==> src/rtl/ps2_pkg.sv <==
// Shared PS/2 scan codes, receiver state type and frame validity helper.
package ps2_pkg;

  localparam logic [7:0] SC_BREAK = 8'hF0;
  localparam logic [7:0] SC_EXT   = 8'hE0;
  localparam logic [7:0] SC_R     = 8'h2D;
  localparam logic [7:0] SC_G     = 8'h34;
  localparam logic [7:0] SC_B     = 8'h32;
  localparam logic [7:0] SC_SPACE = 8'h29;

  typedef enum logic [1:0] {
    IDLE,
    SHIFT,
    CHECK
  } rx_state_e;

  // Frame layout as shifted in: [0]=start, [8:1]=data LSB first, [9]=parity, [10]=stop.
  // Odd parity: data bits plus parity bit contain an odd number of 1s.
  function automatic logic frame_ok(input logic [10:0] frame);
    return (frame[0] == 1'b0) && (frame[10] == 1'b1) && (^frame[9:1]);
  endfunction

endpackage

==> src/rtl/ps2_rx.sv <==
// PS/2 frame receiver: input synchronisers, clock glitch filter,
// 11-bit shifter with start/stop/parity check, and mid-frame watchdog.
module ps2_rx
  import ps2_pkg::*;
#(
  parameter int unsigned FILTER_LEN     = 8,
  parameter int unsigned TIMEOUT_CYCLES = 25000
) (
  input  logic       clk,
  input  logic       rst_n,
  input  logic       ps2_clk,
  input  logic       ps2_data,
  output logic [7:0] rx_byte,
  output logic       rx_valid,
  output logic       frame_err
);

  localparam int unsigned FW = $clog2(FILTER_LEN + 1);
  localparam int unsigned WW = $clog2(TIMEOUT_CYCLES + 1);

  logic [1:0]    clk_sync_q;
  logic [1:0]    dat_sync_q;
  logic          clk_f_q,     clk_f_d;
  logic [FW-1:0] filt_cnt_q,  filt_cnt_d;
  rx_state_e     state_q,     state_d;
  logic [3:0]    bitcnt_q,    bitcnt_d;
  logic [10:0]   shreg_q,     shreg_d;
  logic [WW-1:0] wdog_q,      wdog_d;
  logic [7:0]    rx_byte_q,   rx_byte_d;
  logic          rx_valid_q,  rx_valid_d;
  logic          frame_err_q, frame_err_d;
  logic          fall;
  logic          dat_s;

  assign dat_s     = dat_sync_q[1];
  assign rx_byte   = rx_byte_q;
  assign rx_valid  = rx_valid_q;
  assign frame_err = frame_err_q;

  // Two-flop synchronisers; both lines idle high.
  always_ff @(posedge clk or negedge rst_n) begin
    if (!rst_n) begin
      clk_sync_q <= '1;
      dat_sync_q <= '1;
    end else begin
      clk_sync_q <= {clk_sync_q[0], ps2_clk};
      dat_sync_q <= {dat_sync_q[0], ps2_data};
    end
  end

  // Filtered clock flips only after FILTER_LEN consecutive opposite samples.
  always_comb begin
    clk_f_d    = clk_f_q;
    filt_cnt_d = filt_cnt_q;
    if (clk_sync_q[1] == clk_f_q) begin
      filt_cnt_d = '0;
    end else if (filt_cnt_q == FW'(FILTER_LEN - 1)) begin
      clk_f_d    = clk_sync_q[1];
      filt_cnt_d = '0;
    end else begin
      filt_cnt_d = filt_cnt_q + 1'b1;
    end
  end

  assign fall = clk_f_q && !clk_f_d;

  // Receiver FSM next state. The frame is judged on the 11th edge so the
  // registered strobes are high during the single CHECK cycle.
  always_comb begin
    state_d     = state_q;
    bitcnt_d    = bitcnt_q;
    shreg_d     = shreg_q;
    wdog_d      = wdog_q;
    rx_byte_d   = rx_byte_q;
    rx_valid_d  = 1'b0;
    frame_err_d = 1'b0;
    unique case (state_q)
      IDLE: begin
        wdog_d = '0;
        if (fall) begin
          shreg_d  = {dat_s, shreg_q[10:1]};
          bitcnt_d = 4'd1;
          state_d  = SHIFT;
        end
      end
      SHIFT: begin
        if (fall) begin
          shreg_d  = {dat_s, shreg_q[10:1]};
          bitcnt_d = bitcnt_q + 4'd1;
          wdog_d   = '0;
          if (bitcnt_q == 4'd10) begin
            state_d = CHECK;
            if (frame_ok(shreg_d)) begin
              rx_byte_d  = shreg_d[8:1];
              rx_valid_d = 1'b1;
            end else begin
              frame_err_d = 1'b1;
            end
          end
        end else if (wdog_q == WW'(TIMEOUT_CYCLES - 1)) begin
          state_d     = IDLE;
          bitcnt_d    = '0;
          wdog_d      = '0;
          frame_err_d = 1'b1;
        end else begin
          wdog_d = wdog_q + 1'b1;
        end
      end
      CHECK: begin
        state_d  = IDLE;
        bitcnt_d = '0;
      end
      default: begin
        state_d  = IDLE;
        bitcnt_d = '0;
      end
    endcase
  end

  // Filter, FSM and output registers.
  always_ff @(posedge clk or negedge rst_n) begin
    if (!rst_n) begin
      clk_f_q     <= 1'b1;
      filt_cnt_q  <= '0;
      state_q     <= IDLE;
      bitcnt_q    <= '0;
      shreg_q     <= '0;
      wdog_q      <= '0;
      rx_byte_q   <= '0;
      rx_valid_q  <= 1'b0;
      frame_err_q <= 1'b0;
    end else begin
      clk_f_q     <= clk_f_d;
      filt_cnt_q  <= filt_cnt_d;
      state_q     <= state_d;
      bitcnt_q    <= bitcnt_d;
      shreg_q     <= shreg_d;
      wdog_q      <= wdog_d;
      rx_byte_q   <= rx_byte_d;
      rx_valid_q  <= rx_valid_d;
      frame_err_q <= frame_err_d;
    end
  end

endmodule

==> src/rtl/ps2_color_ctrl.sv <==
// PS/2 keyboard to colour-enable controller: R/G/B keys toggle their
// colour once per press, space clears all three.
module ps2_color_ctrl
  import ps2_pkg::*;
#(
  parameter int unsigned FILTER_LEN     = 8,
  parameter int unsigned TIMEOUT_CYCLES = 25000
) (
  input  logic       clk,
  input  logic       rst_n,
  input  logic       ps2_clk,
  input  logic       ps2_data,
  output logic       red,
  output logic       green,
  output logic       blue,
  output logic [7:0] rx_byte,
  output logic       rx_valid,
  output logic       frame_err
);

  logic brk_q,    brk_d;
  logic ext_q,    ext_d;
  logic held_r_q, held_r_d;
  logic held_g_q, held_g_d;
  logic held_b_q, held_b_d;
  logic red_q,    red_d;
  logic green_q,  green_d;
  logic blue_q,   blue_d;

  ps2_rx #(
    .FILTER_LEN     (FILTER_LEN),
    .TIMEOUT_CYCLES (TIMEOUT_CYCLES)
  ) u_rx (
    .clk       (clk),
    .rst_n     (rst_n),
    .ps2_clk   (ps2_clk),
    .ps2_data  (ps2_data),
    .rx_byte   (rx_byte),
    .rx_valid  (rx_valid),
    .frame_err (frame_err)
  );

  assign red   = red_q;
  assign green = green_q;
  assign blue  = blue_q;

  // Scan-code decoder with break/extended prefix tracking.
  always_comb begin
    brk_d    = brk_q;
    ext_d    = ext_q;
    held_r_d = held_r_q;
    held_g_d = held_g_q;
    held_b_d = held_b_q;
    red_d    = red_q;
    green_d  = green_q;
    blue_d   = blue_q;
    if (rx_valid) begin
      if (rx_byte == SC_BREAK) begin
        brk_d = 1'b1;
      end else if (rx_byte == SC_EXT) begin
        ext_d = 1'b1;
      end else begin
        brk_d = 1'b0;
        ext_d = 1'b0;
        if (!ext_q) begin
          if (brk_q) begin
            if (rx_byte == SC_R) held_r_d = 1'b0;
            if (rx_byte == SC_G) held_g_d = 1'b0;
            if (rx_byte == SC_B) held_b_d = 1'b0;
          end else begin
            if (rx_byte == SC_R) begin
              if (!held_r_q) red_d = !red_q;
              held_r_d = 1'b1;
            end
            if (rx_byte == SC_G) begin
              if (!held_g_q) green_d = !green_q;
              held_g_d = 1'b1;
            end
            if (rx_byte == SC_B) begin
              if (!held_b_q) blue_d = !blue_q;
              held_b_d = 1'b1;
            end
            if (rx_byte == SC_SPACE) begin
              red_d   = 1'b0;
              green_d = 1'b0;
              blue_d  = 1'b0;
            end
          end
        end
      end
    end
  end

  // Decoder state registers.
  always_ff @(posedge clk or negedge rst_n) begin
    if (!rst_n) begin
      brk_q    <= 1'b0;
      ext_q    <= 1'b0;
      held_r_q <= 1'b0;
      held_g_q <= 1'b0;
      held_b_q <= 1'b0;
      red_q    <= 1'b0;
      green_q  <= 1'b0;
      blue_q   <= 1'b0;
    end else begin
      brk_q    <= brk_d;
      ext_q    <= ext_d;
      held_r_q <= held_r_d;
      held_g_q <= held_g_d;
      held_b_q <= held_b_d;
      red_q    <= red_d;
      green_q  <= green_d;
      blue_q   <= blue_d;
    end
  end

endmodule

==> config.mk <==
export PLATFORM = sky130hd
export DESIGN_NAME = ps2_color_ctrl
export DESIGN_NICKNAME = d
export VERILOG_FILES = /design/src/rtl/ps2_pkg.sv /design/src/rtl/ps2_rx.sv /design/src/rtl/ps2_color_ctrl.sv
export SDC_FILE = /design/constraint.sdc
export NUM_CORES = 1
export LEC_CHECK = 0
export BUFFER_PORTS_ARGS = -buffer_cell sky130_fd_sc_hd__buf_2
export CAP_MARGIN = 15
export CORE_UTILIZATION = 54
export CTS_CLUSTER_DIAMETER = 150
export DETAILED_ROUTE_END_ITERATION = 7
export GPL_ROUTABILITY_DRIVEN = 0
export PLACE_DENSITY = 0.78
export SLEW_MARGIN = 10
export SYNTH_ARGS = -nofsm -noshare
export SYNTH_HDL_FRONTEND = slang
export SYNTH_HIERARCHICAL = 1
export SYNTH_SLANG_ARGS = --single-unit
==> constraint.sdc <==
create_clock -name clk -period 2.15 [get_ports clk]
set_clock_uncertainty 0.2 [all_clocks]
set_input_delay 0.1075 -clock clk [delete_from_list [all_inputs] [get_ports clk]]
set_output_delay 0.1075 -clock clk [all_outputs]
set_load 0.03 [all_outputs]
==> tab_implementation.tex <==
\begin{tabular}{lr}
\hline
Metric & Value \\
\hline
\multicolumn{2}{l}{\textbf{Clock tree}} \\
\quad Total clock sinks & 58 \\
\quad Clock buffers created by TritonCTS & 9 \\
\quad TritonCTS clock tree & yes \\
\quad Register clock-pin slew on the reported worst setup and hold paths & 70 ps \\
\quad Buffer levels on the longest clock path & 2 \\
\quad Htree depth & 3 \\
\quad Clock latency at the later pin of the worst-skew pair & 340 ps \\
\quad Cell at the root of the clock tree & sky130\_fd\_sc\_hd\_\_clkbuf\_8 \\
\multicolumn{2}{l}{\textbf{Logic synthesis}} \\
\quad Cell type with the highest aggregate area in the netlist & sky130\_fd\_sc\_hd\_\_dfrtp\_1 \\
\quad Seq/Total Area, Yosys & 51.2\% \\
\quad Count of flip-flops with a built-in enable after synthesis & 0 \\
\quad Fraction of synthesized cell area taken by the top area cell type & 46.6\% \\
\quad Distinct cell type count of the synthesized netlist & 57 \\
\quad Most frequent cell after synthesis & sky130\_fd\_sc\_hd\_\_dfrtp\_1 \\
\quad Mapped Nets & 283 \\
\quad Commonest cells post-synth & sky130\_fd\_sc\_hd\_\_dfrtp\_1 (53), sky130\_fd\_sc\_hd\_\_nand2\_1 (51), sky130\_fd\_sc\_hd\_\_o21ai\_0 (14) \\
\quad Number of register bits inferred by synthesis & 58 \\
\quad Syn\_area\_per\_cell & 10.3 um\^{}2 \\
\quad Synth warnings & 6 \\
\quad Synth area leaders & sky130\_fd\_sc\_hd\_\_dfrtp\_1 (47\%), sky130\_fd\_sc\_hd\_\_nand2\_1 (6.7\%), sky130\_fd\_sc\_hd\_\_dfstp\_2 (4.6\%), sky130\_fd\_sc\_hd\_\_mux2\_2 (3.6\%), sky130\_fd\_sc\_hd\_\_o21ai\_0 (2.5\%) \\
\quad Cell Area, Synth & 2850 um\^{}2 \\
\quad Prevailing post-synth register cell & sky130\_fd\_sc\_hd\_\_dfrtp\_1 \\
\quad Gate count after technology mapping & 275 \\
\quad Share of synthesized registers carrying an async set or reset & 100\% \\
\multicolumn{2}{l}{\textbf{STA}} \\
\quad Final number of max-transition violations & 0 \\
\quad Highest clock frequency the design can meet & 439 MHz \\
\quad Final hold violation count & 0 \\
\quad Actual transition at the worst max-transition pin & 500 ps \\
\quad Fraction of the cycle the final worst path needs & 106\% \\
\quad Unrepaired setup endpoints after global routing & yes \\
\quad Final Setup Violations & 13 \\
\quad Max-slew headroom & 66.7\% \\
\quad Minimum period implied by the final worst setup slack & 2280 ps \\
\quad Slack of the critical path & -126 ps \\
\multicolumn{2}{l}{\textbf{Pwr}} \\
\quad Part of the total power dissipated in combinational logic & 7.5\% \\
\quad Net switching power figure & 0.565 mW \\
\quad Power per standard cell area & 666 nW/um\^{}2 \\
\quad Switching portion of total power & 22.7\% \\
\quad Maximum VDD drop & 0.513 mV \\
\quad Internal power component & 1.92 mW \\
\quad Sequential power share & 47.2\% \\
\quad Clk pwr share & 45.2\% \\
\quad Cell leakage power & 1.77 nW \\
\multicolumn{2}{l}{\textbf{Routing}} \\
\quad Total via count after detailed routing & 2336 \\
\quad Final wirelength & 6500 um \\
\quad Iteration-0 DRC count of the detailed router & 161 \\
\quad DRC violation count after routing & 0 \\
\quad Routed wire length per instance & 15.6 um \\
\quad Average vias per placed instance & 5.60 \\
\quad Count of antenna-violating nets left after detailed routing & 0 \\
\quad DR pass1 iterations & 5 \\
\multicolumn{2}{l}{\textbf{Setup path}} \\
\quad Cell depth of the worst setup path & 6 \\
\quad Number of cells traversed by the worst register-to-register path & 6 \\
\quad Critical-path top delay cell & sky130\_fd\_sc\_hd\_\_or4b\_4 \\
\quad Data required, critical path & 2180 ps \\
\quad Stage delay of the slowest cell on the critical path & 570 ps \\
\quad Critical-path maximum fanout & 6 \\
\quad Arrival time reported for the critical path endpoint & 2310 ps \\
\quad Crit path buffers/inverters & 1 \\
\quad Endpoint kind of the worst setup timing path & flip-flop \\
\quad Nature of the critical path startpoint & flip-flop \\
\quad Largest delay share family, worst path & simple AND/OR/NAND/NOR gates \\
\quad Series of cell instances along the critical path & or4b\_4 -> o41ai\_4 -> or2\_4 -> buf\_6 -> nor4\_2 -> a211o\_1 \\
\quad Setup Crit Path Kind & flip-flop to flip-flop \\
\multicolumn{2}{l}{\textbf{Finish}} \\
\quad Layout cell share with drive strength beyond 1 & 36.0\% \\
\quad Final instance area & 3730 um\^{}2 \\
\quad Filler Cell Count & 353 \\
\quad Synth-to-layout area growth & 31.1\% \\
\quad Total Nets Final & 350 \\
\quad Antenna diodes & 0 \\
\multicolumn{2}{l}{\textbf{Worst hold path}} \\
\quad Hold WC Path Type & primary input to async pin \\
\multicolumn{2}{l}{\textbf{Floorplan}} \\
\quad Std-Cell Core Area & 5070 um\^{}2 \\
\quad Die Width & 74.6 um \\
\quad Die span in y & 74.6 um \\
\quad Initial Utilization & 56.1\% \\
\quad Site Rows & 26 \\
\quad I/O Pins & 17 \\
\quad Die area & 5560 um\^{}2 \\
\multicolumn{2}{l}{\textbf{Global routing}} \\
\quad Congestion Overflow GR & 0 \\
\quad Antenna violations before repair & 0 \\
\quad Overall routing resource usage & 25.6\% \\
\quad Largest net degree at the start of global routing & 24 \\
\quad Wire length of the first global-routing pass & 10400 um \\
\quad Vias in the first global route & 2258 \\
\multicolumn{2}{l}{\textbf{Run}} \\
\quad Max Cap Viol & 0 \\
\multicolumn{2}{l}{\textbf{Placement}} \\
\quad Area of placed instances & 3280 um\^{}2 \\
\quad Detailed placement HPWL & 4210 um \\
\quad Number of port buffers & 16 \\
\quad Post-Place Setup Slack & -138 ps \\
\multicolumn{2}{l}{\textbf{Outcome}} \\
\quad Status & finished, violations left \\
\quad Violations in the final reports & setup timing \\
\hline
\end{tabular}
==> kinds of logic after synthesis <==
kind of cell,after synthesis,synth area share [%]
adder cells (fa/ha/maj),4,1.76
buffers and inverters,20,3.52
XOR/XNOR,13,4.49
AND/OR/NAND/NOR,122,23.7
flip-flops,58,51.2
AO/OA/AOI/OAI,48,11.4
multiplexers,10,3.91
==> area by class of cell <==
type,instances,area [um^2],share of cell area (%)
Inverter,11,41.3,1.11
Multi-Input combinational cell,197,1440,38.6
Timing Repair Buffer,65,482,12.9
Sequential cell,58,1460,39.1
Clock buffer,12,145,3.89
Clock inverter,4,75.1,2.01
Tap cell,70,87.6,2.35
==> power groups by stage <==
stage / Clock, mW / Combinational, mW / Sequential, mW
after floorplan: 0 / 0.0848 / 1.19
after global placement: 0 / 0.165 / 1.19
after detailed placement: 0 / 0.168 / 1.19
after CTS: 1.14 / 0.185 / 1.18
after global routing: 1.19 / 0.213 / 1.18
final: 1.12 / 0.187 / 1.17
==> registers in the layout (all words and copies together), names as in the netlist, 2 cells and up <==
name             count
u_rx/wdog_q         15
u_rx/shreg_q        10
u_rx/rx_byte         8
u_rx/bitcnt_q        4
u_rx/filt_cnt_q      4
u_rx/clk_sync_q      2
u_rx/dat_sync_q      2
u_rx/state_q         2
==> through the flow <==
stage / instances / utilization, % / hold slack (ps) / TNS (ps) / total power [mW]
4_1_cts: 415 / 72.2 / 65.0 / -540 / 2.50
6_report: 417 / 73.5 / 91.0 / -1120 / 2.49
3_5_place_dp: 393 / 64.7 / -104 / -1180 / 1.36
2_1_floorplan: 275 / - / -388 / -1580 / 1.27
3_3_place_gp: 393 / 64.7 / -105 / -540 / 1.35
5_1_grt: 417 / 73.5 / 126 / -2620 / 2.58
==> cell usage in the layout, fill, tap and decap left out, types with 8 or more instances in the layout <==
cell / count
sky130_fd_sc_hd__nor2_1: 11
sky130_fd_sc_hd__buf_4: 39
sky130_fd_sc_hd__inv_1: 11
sky130_fd_sc_hd__mux2_4: 8
sky130_fd_sc_hd__nand2_1: 51
sky130_fd_sc_hd__clkbuf_8: 10
sky130_fd_sc_hd__dfrtp_1: 51
sky130_fd_sc_hd__nand3_1: 11
sky130_fd_sc_hd__buf_2: 16
sky130_fd_sc_hd__o21ai_0: 8
==> per-layer routing <==
| metal | GRT usage, % | part of all wire [%] |
|---|---|---|
| met4 | 14.0 | 1.8 |
| met3 | 5.83 | 3.4 |
| met5 | 0 | 0 |
| met2 | 43.1 | 52 |
| met1 | 30.2 | 42 |
==> path summary, 6_finish.rpt <==
kind	startpoint	to	slack (ps)
max in group asynchronous	rst_n	u_rx/clk_sync_q[0]	910
min in group clk	u_rx/clk_sync_q[0]	u_rx/clk_sync_q[1]	160
worst min register to register	u_rx/clk_sync_q[0]	u_rx/clk_sync_q[1]	160
worst min-delay path	rst_n	red	90
worst max-delay path	u_rx/wdog_q[9]	u_rx/wdog_q[6]	-130
worst max register to register	u_rx/wdog_q[9]	u_rx/wdog_q[6]	-130
==> worst register-to-register path, cell delays in order, from the launching register on <==
cell                      delay [ps]
sky130_fd_sc_hd__dfrtp_1         380
sky130_fd_sc_hd__or4b_4          570
sky130_fd_sc_hd__o41ai_4         380
sky130_fd_sc_hd__or2_4           200
sky130_fd_sc_hd__buf_6           120
sky130_fd_sc_hd__nor4_2           50
sky130_fd_sc_hd__a211o_1         260
==> repair_timing <==
item                                    4_1_cts  5_1_grt
pin swaps                                    10        8
gates cloned                                  0        0
gates resized for setup                      25       17
endpoints found under the setup margin       16       24
setup buffers                                 4        2
hold buffers                                  3        0
endpoints found under the hold margin        35        0
Power figures use the tool's default switching activity.
